$ cat config.mk
export PLATFORM = sky130hd
export DESIGN_NAME = serial_adder
export DESIGN_NICKNAME = d
export VERILOG_FILES = /design/src/rtl/serial_adder.sv
export SDC_FILE = /design/constraint.sdc
export NUM_CORES = 1
export LEC_CHECK = 0
export ABC_AREA = 0
export CORE_UTILIZATION = 46
export DETAILED_ROUTE_END_ITERATION = 8
export PLACE_DENSITY_LB_ADDON = 0.3
export SYNTH_ARGS = -nofsm -noshare
export SYNTH_HDL_FRONTEND = slang
export SYNTH_SLANG_ARGS = --single-unit
$ cat constraint.sdc
create_clock -name clk -period 1.56 [get_ports clk]
set_input_delay 0.234 -clock clk [delete_from_list [all_inputs] [get_ports clk]]
set_output_delay 0.234 -clock clk [all_outputs]
set_load 0.005 [all_outputs]
$ cat src/rtl/serial_adder.sv
`default_nettype none
// ============================================================================
// Module      : serial_adder
// Description : Bit-serial unsigned adder. One full-adder cell built from two
//               half-adder stages plus a carry flip-flop adds two WIDTH-bit
//               operands LSB-first, one bit per clock. Operands arrive and the
//               sum/carry leave through valid/ready handshakes.
// Revision    : 1.0 - initial release
// ============================================================================
module serial_adder #(
    parameter int WIDTH = 8
) (
    input  logic             clk,
    input  logic             rst_n,
    input  logic             in_valid,
    output logic             in_ready,
    input  logic [WIDTH-1:0] a,
    input  logic [WIDTH-1:0] b,
    output logic             out_valid,
    input  logic             out_ready,
    output logic [WIDTH-1:0] sum,
    output logic             carry,
    output logic             busy
);

    localparam int              c_CW   = $clog2(WIDTH + 1);
    localparam logic [c_CW-1:0] c_LAST = c_CW'(WIDTH - 1);

    localparam logic [1:0] c_IDLE = 2'd0;
    localparam logic [1:0] c_ADD  = 2'd1;
    localparam logic [1:0] c_DONE = 2'd2;

    logic [1:0]       r_state;
    logic [1:0]       w_next_state;
    logic [WIDTH-1:0] r_a_sh;
    logic [WIDTH-1:0] r_b_sh;
    logic [WIDTH-1:0] r_s_sh;
    logic             r_c;
    logic [c_CW-1:0]  r_cnt;
    logic [WIDTH-1:0] r_sum;
    logic             r_carry;

    // Full adder as two cascaded half adders.
    logic w_ha0_s, w_ha0_c, w_ha1_s, w_ha1_c;
    logic w_s_bit, w_c_out;
    assign w_ha0_s = r_a_sh[0] ^ r_b_sh[0];
    assign w_ha0_c = r_a_sh[0] & r_b_sh[0];
    assign w_ha1_s = w_ha0_s ^ r_c;
    assign w_ha1_c = w_ha0_s & r_c;
    assign w_s_bit = w_ha1_s;
    assign w_c_out = w_ha0_c | w_ha1_c;

    logic w_accept;
    logic w_last;
    assign w_accept = in_valid && (r_state == c_IDLE);
    assign w_last   = (r_state == c_ADD) && (r_cnt == c_LAST);

    // Sum shift register after inserting the current bit at the MSB.
    logic [WIDTH-1:0] w_s_next;
    generate
        if (WIDTH == 1) begin : g_width1
            assign w_s_next = w_s_bit;
        end else begin : g_widthn
            assign w_s_next = {w_s_bit, r_s_sh[WIDTH-1:1]};
        end
    endgenerate

    // The LSB of the sum shifter falls off the end and is never read.
    logic w_unused_lsb;
    assign w_unused_lsb = r_s_sh[0];

    // State register.
    always_ff @(posedge clk or negedge rst_n) begin
        if (!rst_n) begin
            r_state <= c_IDLE;
        end else begin
            r_state <= w_next_state;
        end
    end

    // Next-state logic.
    always_comb begin
        w_next_state = r_state;
        case (r_state)
            c_IDLE:  if (in_valid)  w_next_state = c_ADD;
            c_ADD:   if (w_last)    w_next_state = c_DONE;
            c_DONE:  if (out_ready) w_next_state = c_IDLE;
            default: w_next_state = c_IDLE;
        endcase
    end

    // State-decoded handshake outputs.
    always_comb begin
        in_ready  = 1'b0;
        out_valid = 1'b0;
        busy      = 1'b1;
        case (r_state)
            c_IDLE: begin
                in_ready = 1'b1;
                busy     = 1'b0;
            end
            c_DONE:  out_valid = 1'b1;
            default: ;
        endcase
    end

    // Serial datapath: operand load, bit-per-cycle add, result capture.
    always_ff @(posedge clk or negedge rst_n) begin
        if (!rst_n) begin
            r_a_sh  <= '0;
            r_b_sh  <= '0;
            r_s_sh  <= '0;
            r_c     <= 1'b0;
            r_cnt   <= '0;
            r_sum   <= '0;
            r_carry <= 1'b0;
        end else if (w_accept) begin
            r_a_sh <= a;
            r_b_sh <= b;
            r_c    <= 1'b0;
            r_cnt  <= '0;
        end else if (r_state == c_ADD) begin
            r_a_sh <= r_a_sh >> 1;
            r_b_sh <= r_b_sh >> 1;
            r_s_sh <= w_s_next;
            r_c    <= w_c_out;
            r_cnt  <= r_cnt + c_CW'(1);
            if (w_last) begin
                r_sum   <= w_s_next;
                r_carry <= w_c_out;
            end
        end
    end

    assign sum   = r_sum;
    assign carry = r_carry;

endmodule
`default_nettype wire
* Word-level counts from Yosys, hierarchy flattened
Cells that the tools add are included.
** Word-level totals
- Register bits :: 40
- Logic and storage cells :: 43
- Output and inout port bits :: 12
** Cells by class
- Bitwise gates (word level) :: 6
- Muxes and demuxes :: 15
- Equality and inequality tests :: 6
- $add $sub $neg :: 1
- Reductions and logical operators :: 7
** Operators by type and width (count)
- $mux W8 :: 4
- $mux W4 :: 2
- $mux W2 :: 3
- $ne A2 B2 Y1 const B :: 3
- $pmux W2 S3 :: 1
- $reduce_and A3 Y1 :: 2
- $mux W1 :: 5
- $add A4 B1 Y4 const B :: 1
- $eq A4 B3 Y1 const B :: 1
- $and A1 B1 Y1 :: 2
- $eq A2 B1 Y1 const B :: 1
- $eq A2 B2 Y1 const B :: 1
- $logic_and A1 B1 Y1 :: 2
- $logic_not A2 Y1 :: 1
- $reduce_and A2 Y1 :: 1
- $reduce_bool A2 Y1 :: 1
- $xor A1 B1 Y1 :: 2
- $not A1 Y1 :: 1
- $or A1 B1 Y1 :: 1

* Longest topological paths before layout
Gate-level depths: netlist of the first run.
- Depth after elaboration :: 5
- Depth in mapped cells :: 5
- Mapped depth without buffers :: 4

* Worst setup path before layout of the first run
OpenSTA, ideal clock, no wires.
- Kind :: flip-flop to flip-flop
- Start :: register r_state[1]
- End :: register r_carry (netlist: carry)
- Path buffers :: 1
- Arrival :: 1.396 ns
- Setup slack :: 0.039 ns
- Stages on the path, launching flop included :: 5
- Required time :: 1.435 ns
- Setup time :: 0.125 ns
- Clock period less this slack :: 1.521 ns
- Path through :: dfrtp_1 -> nand2b_1 -> buf_6 -> nor3_4 -> mux2_2
** Between the ends
- Cells in the longest elaborated chain, start to end :: 4
- Elaborated cells on any way between the ends :: 6
- Classes of those cells :: eq/ne: 1; bitwise: 1; reduce/logical: 4
** Ends and longest elaborated chain
- start, declared :: RTL line 33 : logic [1:0] r_state;
- start signal, assigned :: RTL line 75 : r_state <= c_IDLE;
- start signal, assigned :: RTL line 77 : r_state <= w_next_state;
- $logic_not A2 Y1 :: RTL line 55 : assign w_accept = in_valid && (r_state == c_IDLE);
- $logic_and A1 B1 Y1 :: RTL line 55
- $not A1 Y1 (no line)
- $reduce_and A3 Y1 (no line) (*)
- end signal, assigned :: RTL line 130 : r_carry <= w_c_out;
- end, declared :: RTL line 41 : logic r_carry;
Every way passes the cells marked *; elsewhere a longest branch is shown, timed or not.
A chain may end at the register's enable or synchronous reset.

* Final worst setup path of the first run
- Start :: register r_state[1]
- End :: register r_sum[5] (netlist: sum[5])
** Between the ends
- Cells in the longest elaborated chain, start to end :: 4
- Elaborated cells on any way between the ends :: 6
- Classes of those cells :: eq/ne: 1; bitwise: 1; reduce/logical: 4
** Ends and longest elaborated chain
- $logic_not A2 Y1 :: RTL line 55
- $logic_and A1 B1 Y1 :: RTL line 55
- $not A1 Y1 (no line)
- $reduce_and A3 Y1 (no line) (*)
- end signal, assigned :: RTL line 129 : r_sum <= w_s_next;
- end, declared :: RTL line 40 : logic [WIDTH-1:0] r_sum;
Marked as above.

==> impl_results.md, run 1 <==
* Synth Flop Type: dfrtp_1
* Pleak at 1.061 nW
* N_diodes at 0
* Post-synth EDFFs at 0
* Initial antenna violation count at 0
* TNS Setup at 0 ns
* Fill cells at 277
* Reg power frac at 43.1%
* Initial DRC Count at 79
* Sequential-to-total area share from yosys stat at 58.69%
* Total Power at 4.167 mW
* MaxCap Viol Count at 0
* Pins Over Slew Limit at 0
* Worst Skew at 0.006818 ns
* Period minus WS final at 1.498 ns
* Global-route wire length before repair at 5685 µm
* Grt total ovfl at 0
* DR WL/cell at 13.46 µm
* CP required at 1.79 ns
* Via count at 1293
* RSZ-0062 raised after global routing: true
* Yosys cell types at 24
* Antenna-violating nets left at 0
* Synth Register Bits at 39
* Worst R2R Path Depth at 5
* Initial core utilization at 49.06%
* CP Data Arrival Time at 1.73 ns
* Pin count of the biggest net entering global routing at 40
* Area Growth Syn to Fin at 34.09%
* Syn Area/Cell at 9.957 µm²
* I/O Buffers at 31
* Total net switching power at 1.492 mW
* Worst min-delay path class: in2async
* Initial DRT Pass Iterations at 4
* Worst-Margin Slew at 0.2076 ns
* Hold Vio Cnt, Final at 0
* Clk network pwr share at 11.0%
* Syn_nets at 189
* Width of the chip at 62.13 µm
* Worst Hold Slack at 0.3717 ns
* YS warnings at 0
* Total track usage at 19.42%
* Clock Sinks at 39
* Fin nets at 231
* Final WL at 3419 µm
* CTS max path bufs at 2
* Placer Congestion at 0.7335
* Root Buffer: clkbuf_4
* Post-route DRC at 0
* Setup Crit Path Kind: reg2reg
* Io pins at 32
* Switching portion of total power at 35.81%
* Clk slew on worst S/H paths at 0.10 ns
* # rows at 21
* FMAX at 667.6 MHz
* Internal Power at 2.675 mW
* Final setup viols at 0
* Hpwl dp at 2080 µm
* Relative slew slack at 86.16%
* Logic pwr share at 45.9%
* CTS buffer count at 5
* Status: finished, final reports clean
* Fraction of registers with async set/reset at 100.0%
* Post-detailed-route via-to-cell ratio at 5.091
* Pwr/cell area at 1869 nW/µm²
* TritonCTS clock tree: done
* CP Launch Type: flop
* CP endpoint kind: flop
* VDD IR max at 0.9340 mV
* Period utilization at 96.02%
* Core area at 3390 µm²
* H-tree levels at 2
* Share of cells above drive strength 1 at 16.35%
* Mapped Cells at 167
* Die Area at 3860 µm²
* Crit-path max FO at 7
* Vias in the first global route at 1261
* Die H at 62.13 µm
* Clk_lat worst skew at 0.34 ns
* Post-Syn Area at 1663 µm²
-- power groups by stage --
stage / clock [mW] / combinational [mW] / sequential (mW)
floorplan: 0 / 1.04 / 1.76
global route: 0.514 / 2.14 / 1.86
global placement: 0 / 1.62 / 1.79
finish: 0.456 / 1.91 / 1.80
detailed placement: 0 / 1.69 / 1.82
CTS: 0.469 / 1.76 / 1.79
-- per-layer routing --
metal	global-route usage (%)	vias up	wire length, µm
met5	0	-	0
met4	7.849	0	59
met3	6.434	5	134
met2	31.46	26	1650
met1	23.98	630	1575
li1	-	632	-
-- logic make-up after synthesis --
logic type,after synthesis,share of synthesized area (%)
buffers and inverters,12,3.462
AO/OA/AOI/OAI,18,6.847
AND/OR/NAND/NOR,86,22.35
adder cells (fa/ha/maj),2,1.956
multiplexers,10,6.697
flip-flops,39,58.69
-- layout make-up --
type | instances | area, µm² | area share, %
clock buffers | 6 | 41.29 | 1.852
inverters | 2 | 7.507 | 0.3367
multi-input cells | 116 | 669.4 | 30.02
flip-flops and latches | 39 | 977.2 | 43.83
well taps | 46 | 57.56 | 2.581
repair buffers | 45 | 476.7 | 21.38
-- path summary, 6_finish.rpt --
check                                        from  slack [ns]                endpoint
max                        r_state[1]$_DFFE_PN0P_        0.06      sum[5]$_DFFE_PN0P_
min                                         rst_n        0.37   r_b_sh[5]$_DFFE_PN0P_
max reg2reg                r_state[1]$_DFFE_PN0P_        0.06      sum[5]$_DFFE_PN0P_
min reg2reg                 r_s_sh[1]$_DFFE_PN0P_        0.48   r_s_sh[1]$_DFFE_PN0P_
max in group asynchronous                   rst_n        0.98  r_state[1]$_DFFE_PN0P_
min in group clk                             b[7]        0.42   r_b_sh[7]$_DFFE_PN0P_
-- placed cells by master, fill, tap and decap left out, types with 4 or more instances in the layout --
cell type / instances
buf_4: 5
buf_6: 4
nand2_1: 57
a31oi_1: 11
nor2_1: 11
mux2_4: 6
nand3_1: 9
dfrtp_1: 38
clkdlybuf4s50_1: 27
clkbuf_4: 5
-- Yosys cell counts, drive strengths merged, types with 2 or more instances --
master,number,area share [%]
and2b,2,0.90
a22oi,3,1.4
a31oi,11,4.1
mux2,9,6.1
clkbuf,5,1.1
dfrtp,39,59
buf,5,1.9
nor2,12,2.7
nand3,9,2.7
inv,2,0.45
o21ai,3,0.90
nand2,57,13
-- worst max-delay path, cell delays in order, from the launching register on --
cell and delay [ns]:
dfrtp_2 0.42, buf_6 0.13, nand2b_4 0.15, nor3_4 0.21
buf_6 0.18, mux2_4 0.30
-- repair_timing --
action	4_1_cts	5_1_grt
hold endpoints to repair	39	0
endpoints found under the setup margin	3	30
resized for setup	8	14
hold buffers	1	0
gates cloned	0	1
pin swaps	2	1
setup buffers	4	2
-- flip-flops by register name, indices dropped and copies added (netlist names) --
| signal | flops |
|---|---|
| r_state | 2 |
| r_c | 1 |
| carry | 1 |
| r_s_sh | 7 |
| r_b_sh | 8 |
| r_cnt | 4 |
| r_a_sh | 8 |
| sum | 8 |
-- per-stage QoR --
step	cell area, µm²	setup WS [ns]	cells	utilization, %
after floorplan	1663	0.03905	167	-
after global placement	2066	-0.07636	241	60.95
after detailed placement	2066	-0.1068	241	60.95
after CTS	2156	0.008931	252	63.60
after global routing	2230	-0.004078	254	65.78
final	2230	0.06205	254	65.78
No activity file was read; power rests on OpenSTA's default activity.
==> run 2, diff against run 1 <==
Settings changed: PLACE_DENSITY from default to 0.84, PLACE_DENSITY_LB_ADDON 0.3 to default.
==> run 2 against run 1 <==
Net effect:
- the run now ends with setup timing left
- clock skew grew 0.0026 ns
- power grew 7.1%
- critical path depth unchanged
- wire length increased by 4.3%
- combinational power increased by 8%
- maximum frequency shrank 7.8%
- register-to-register slack got worse by 0.13 ns
- setup slack worse by 0.13 ns
- first-iteration DRC count shrank 14%
- final cell count increased by 3.1%
- largest power group unchanged
==> impl_results.md, run 2 (synthesis results as in run 1) <==
* Final WL at 3565 µm (+4.3%)
* CP endpoint kind: flop
* Area after DPL at 2068 µm² (+0.12%)
* Relative slew slack at 73.47% (-13 points)
* Fin nets at 237 (+2.6%)
* Io pins at 32 (unchanged)
* Width of the chip at 62.13 µm (unchanged)
* Pwr/cell area at 1875 nW/µm² (+0.31%)
* I/O Buffers at 31 (unchanged)
* CP max-delay cell: dfrtp_1
* Crit-path max FO at 4 (-3)
* Clock Sinks at 39 (unchanged)
* Period utilization at 104.2% (+8.2 points)
* Worst R2R Path Depth at 5 (unchanged)
* CP endpoint: sum[6]$_DFFE_PN0P_
* FMAX at 615.3 MHz (-7.8%)
* Die H at 62.13 µm (unchanged)
* Initial antenna violation count at 0 (unchanged)
* Violated checks: setup timing
* Total net switching power at 1.593 mW (+6.8%)
* VDD IR max at 0.8213 mV (-12%)
* Post-route DRC at 0 (unchanged)
* Most common cell after layout, fill and taps aside: nand2_1
* RSZ-0062 raised after global routing: true
* CTS max path bufs at 2 (unchanged)
* Via count at 1325 (+2.5%)
* H-tree levels at 2 (unchanged)
* Final cell count without fillers at 262 (+3.1%)
* Worst-Margin Slew at 0.3980 ns (+0.1904 ns)
* Pins Over Slew Limit at 0 (unchanged)
* Crit-path cells: ha_1 -> nand2_1 -> nor3_4 -> clkbuf_16 -> mux2_4
* Total track usage at 17.53% (-1.9 points)
* Status: complete, but fails checks
* CP Data Arrival Time at 1.87 ns (+0.14 ns)
* Period minus WS final at 1.625 ns (+0.1273 ns)
* CP Launch Type: flop
* Worst path depth at 5 (unchanged)
* Clk network pwr share at 13.3% (+2.3 points)
* CP required at 1.80 ns (about the same)
* RR Startpoint: r_cnt[0]$_DFFE_PN0P_
* Grt total ovfl at 0 (unchanged)
* Logic pwr share at 46.1% (+0.2 points)
* Worst min-delay path class: in2async
* Post-detailed-route via-to-cell ratio at 5.057 (-0.65%)
* Placer Congestion at 0.7138 (-2.7%)
* Vias in the first global route at 1183 (-6.2%)
* Clk slew on worst S/H paths at 0.12 ns (+0.02 ns)
* Fill cells at 221 (-20%)
* Flop2flop setup slack at -0.07 ns (-0.13 ns)
* Initial DRC Count at 68 (-14%)
* Hpwl dp at 1989 µm (-4.4%)
* Final setup viols at 9 (+9)
* Share of cells above drive strength 1 at 25.46% (+9.1 points)
* Pin count of the biggest net entering global routing at 34 (-15%)
* Switching portion of total power at 35.69% (-0.12 points)
* Hold Vio Cnt, Final at 0 (unchanged)
* Total Power at 4.464 mW (+7.1%)
* Reg power frac at 40.5% (-2.6 points)
* Design Area, Final at 2381 µm² (+6.8%)
* # rows at 21 (unchanged)
* Root Buffer: clkbuf_4
* Reg-to-Reg End: sum[6]$_DFFE_PN0P_
* Die Area at 3860 µm² (unchanged)
* Initial core utilization at 49.06% (unchanged)
* Internal Power at 2.871 mW (+7.3%)
* Core area at 3390 µm² (unchanged)
* Clk_lat worst skew at 0.35 ns (about the same)
* Top cell family by delay on the critical path: flip-flops
* MaxCap Viol Count at 0 (unchanged)
* Final worst slack at -0.06526 ns (-0.1273 ns)
* Initial DRT Pass Iterations at 4 (unchanged)
* Antenna-violating nets left at 0 (unchanged)
* Placed Cells at 243 (+0.83%)
* Critical path buffers and inverters at 1 (-1)
* Critical Path Start: r_cnt[0]$_DFFE_PN0P_
* Global-route wire length before repair at 5209 µm (-8.4%)
* Setup Crit Path Kind: reg2reg
* N_diodes at 0 (unchanged)
* Pleak at 1.121 nW (+5.7%)
* CTS buffer count at 5 (unchanged)
* Most frequent cells in the layout: nand2_1 (57), dfrtp_1 (39), clkdlybuf4s50_1 (27)
* Max incr delay on CP at 0.43 ns (about the same)
* Worst Skew at 0.009455 ns (+0.002636 ns)
* Area Growth Syn to Fin at 43.19%
* DR WL/cell at 13.61 µm (+1.1%)
* TritonCTS clock tree: done
[run 2: metrics by stage]
step | hold WS [ns] | utilization, % | setup WS (ns) | setup TNS (ns)
floorplan | -0.06159 | - | 0.03905 | 0
global placement | 0.1813 | 61.02 | -0.07913 | -1.252
detailed placement | 0.1799 | 61.02 | -0.09991 | -1.579
CTS | 0.3205 | 64.08 | -0.003038 | -0.004620
global route | 0.3514 | 70.25 | -0.09940 | -0.7110
finish | 0.3262 | 70.25 | -0.06526 | -0.3333
[run 2: layout make-up]
cell class | instances | area, µm² | share of cell area, %
multi-input cells | 116 | 732.0 | 30.74
well taps | 46 | 57.56 | 2.417
inverters | 2 | 7.507 | 0.3153
flip-flops and latches | 39 | 975.9 | 40.99
clock inverters | 1 | 7.507 | 0.3153
repair buffers | 51 | 535.5 | 22.49
clock buffers | 7 | 65.06 | 2.733
[run 2: per-layer routing]
metal	vias up	wire, µm	track usage [%]	part of all wire [%]
li1	649	-	-	-
met1	636	1735	23.65	49
met2	35	1604	25.82	45
met3	5	166	5.147	4.7
met4	0	59	8.721	1.7
met5	-	0	0	0
[run 2: worst min path at each step]
stage	slack (ns)	startpoint	to	cells past startpoint
2_1_floorplan	-0.06	rst_n	carry$_DFFE_PN0P_	0
3_3_place_gp	0.18	rst_n	sum[0]$_DFFE_PN0P_	1
3_5_place_dp	0.18	rst_n	sum[0]$_DFFE_PN0P_	1
4_1_cts	0.32	rst_n	sum[0]$_DFFE_PN0P_	2
5_1_grt	0.35	rst_n	sum[0]$_DFFE_PN0P_	2
6_report	0.33	rst_n	sum[1]$_DFFE_PN0P_	2
[run 2: what timing repair did]
item	CTS	global route
gates resized for setup	4	29
endpoints found under the setup margin	3	14
gates cloned	0	3
pin swaps	2	2
buffers inserted	3	4
hold buffers	1	0
endpoints found under the hold margin	17	0
[run 2: power groups by stage]
stage / Sequential [mW] / Clock [mW] / Combinational (mW)
after floorplan: 1.76 / 0 / 1.04
after global placement: 1.79 / 0 / 1.61
after detailed placement: 1.81 / 0 / 1.65
after CTS: 1.78 / 0.615 / 1.70
after global routing: 1.86 / 0.659 / 2.28
final: 1.81 / 0.595 / 2.06
==> run 3, diff against run 2 <==
Settings changed: CTS_CLUSTER_SIZE from default to 25.
==> results of run 3 <==
No change in the layout: final DEF, timing and power equal those of run 2.
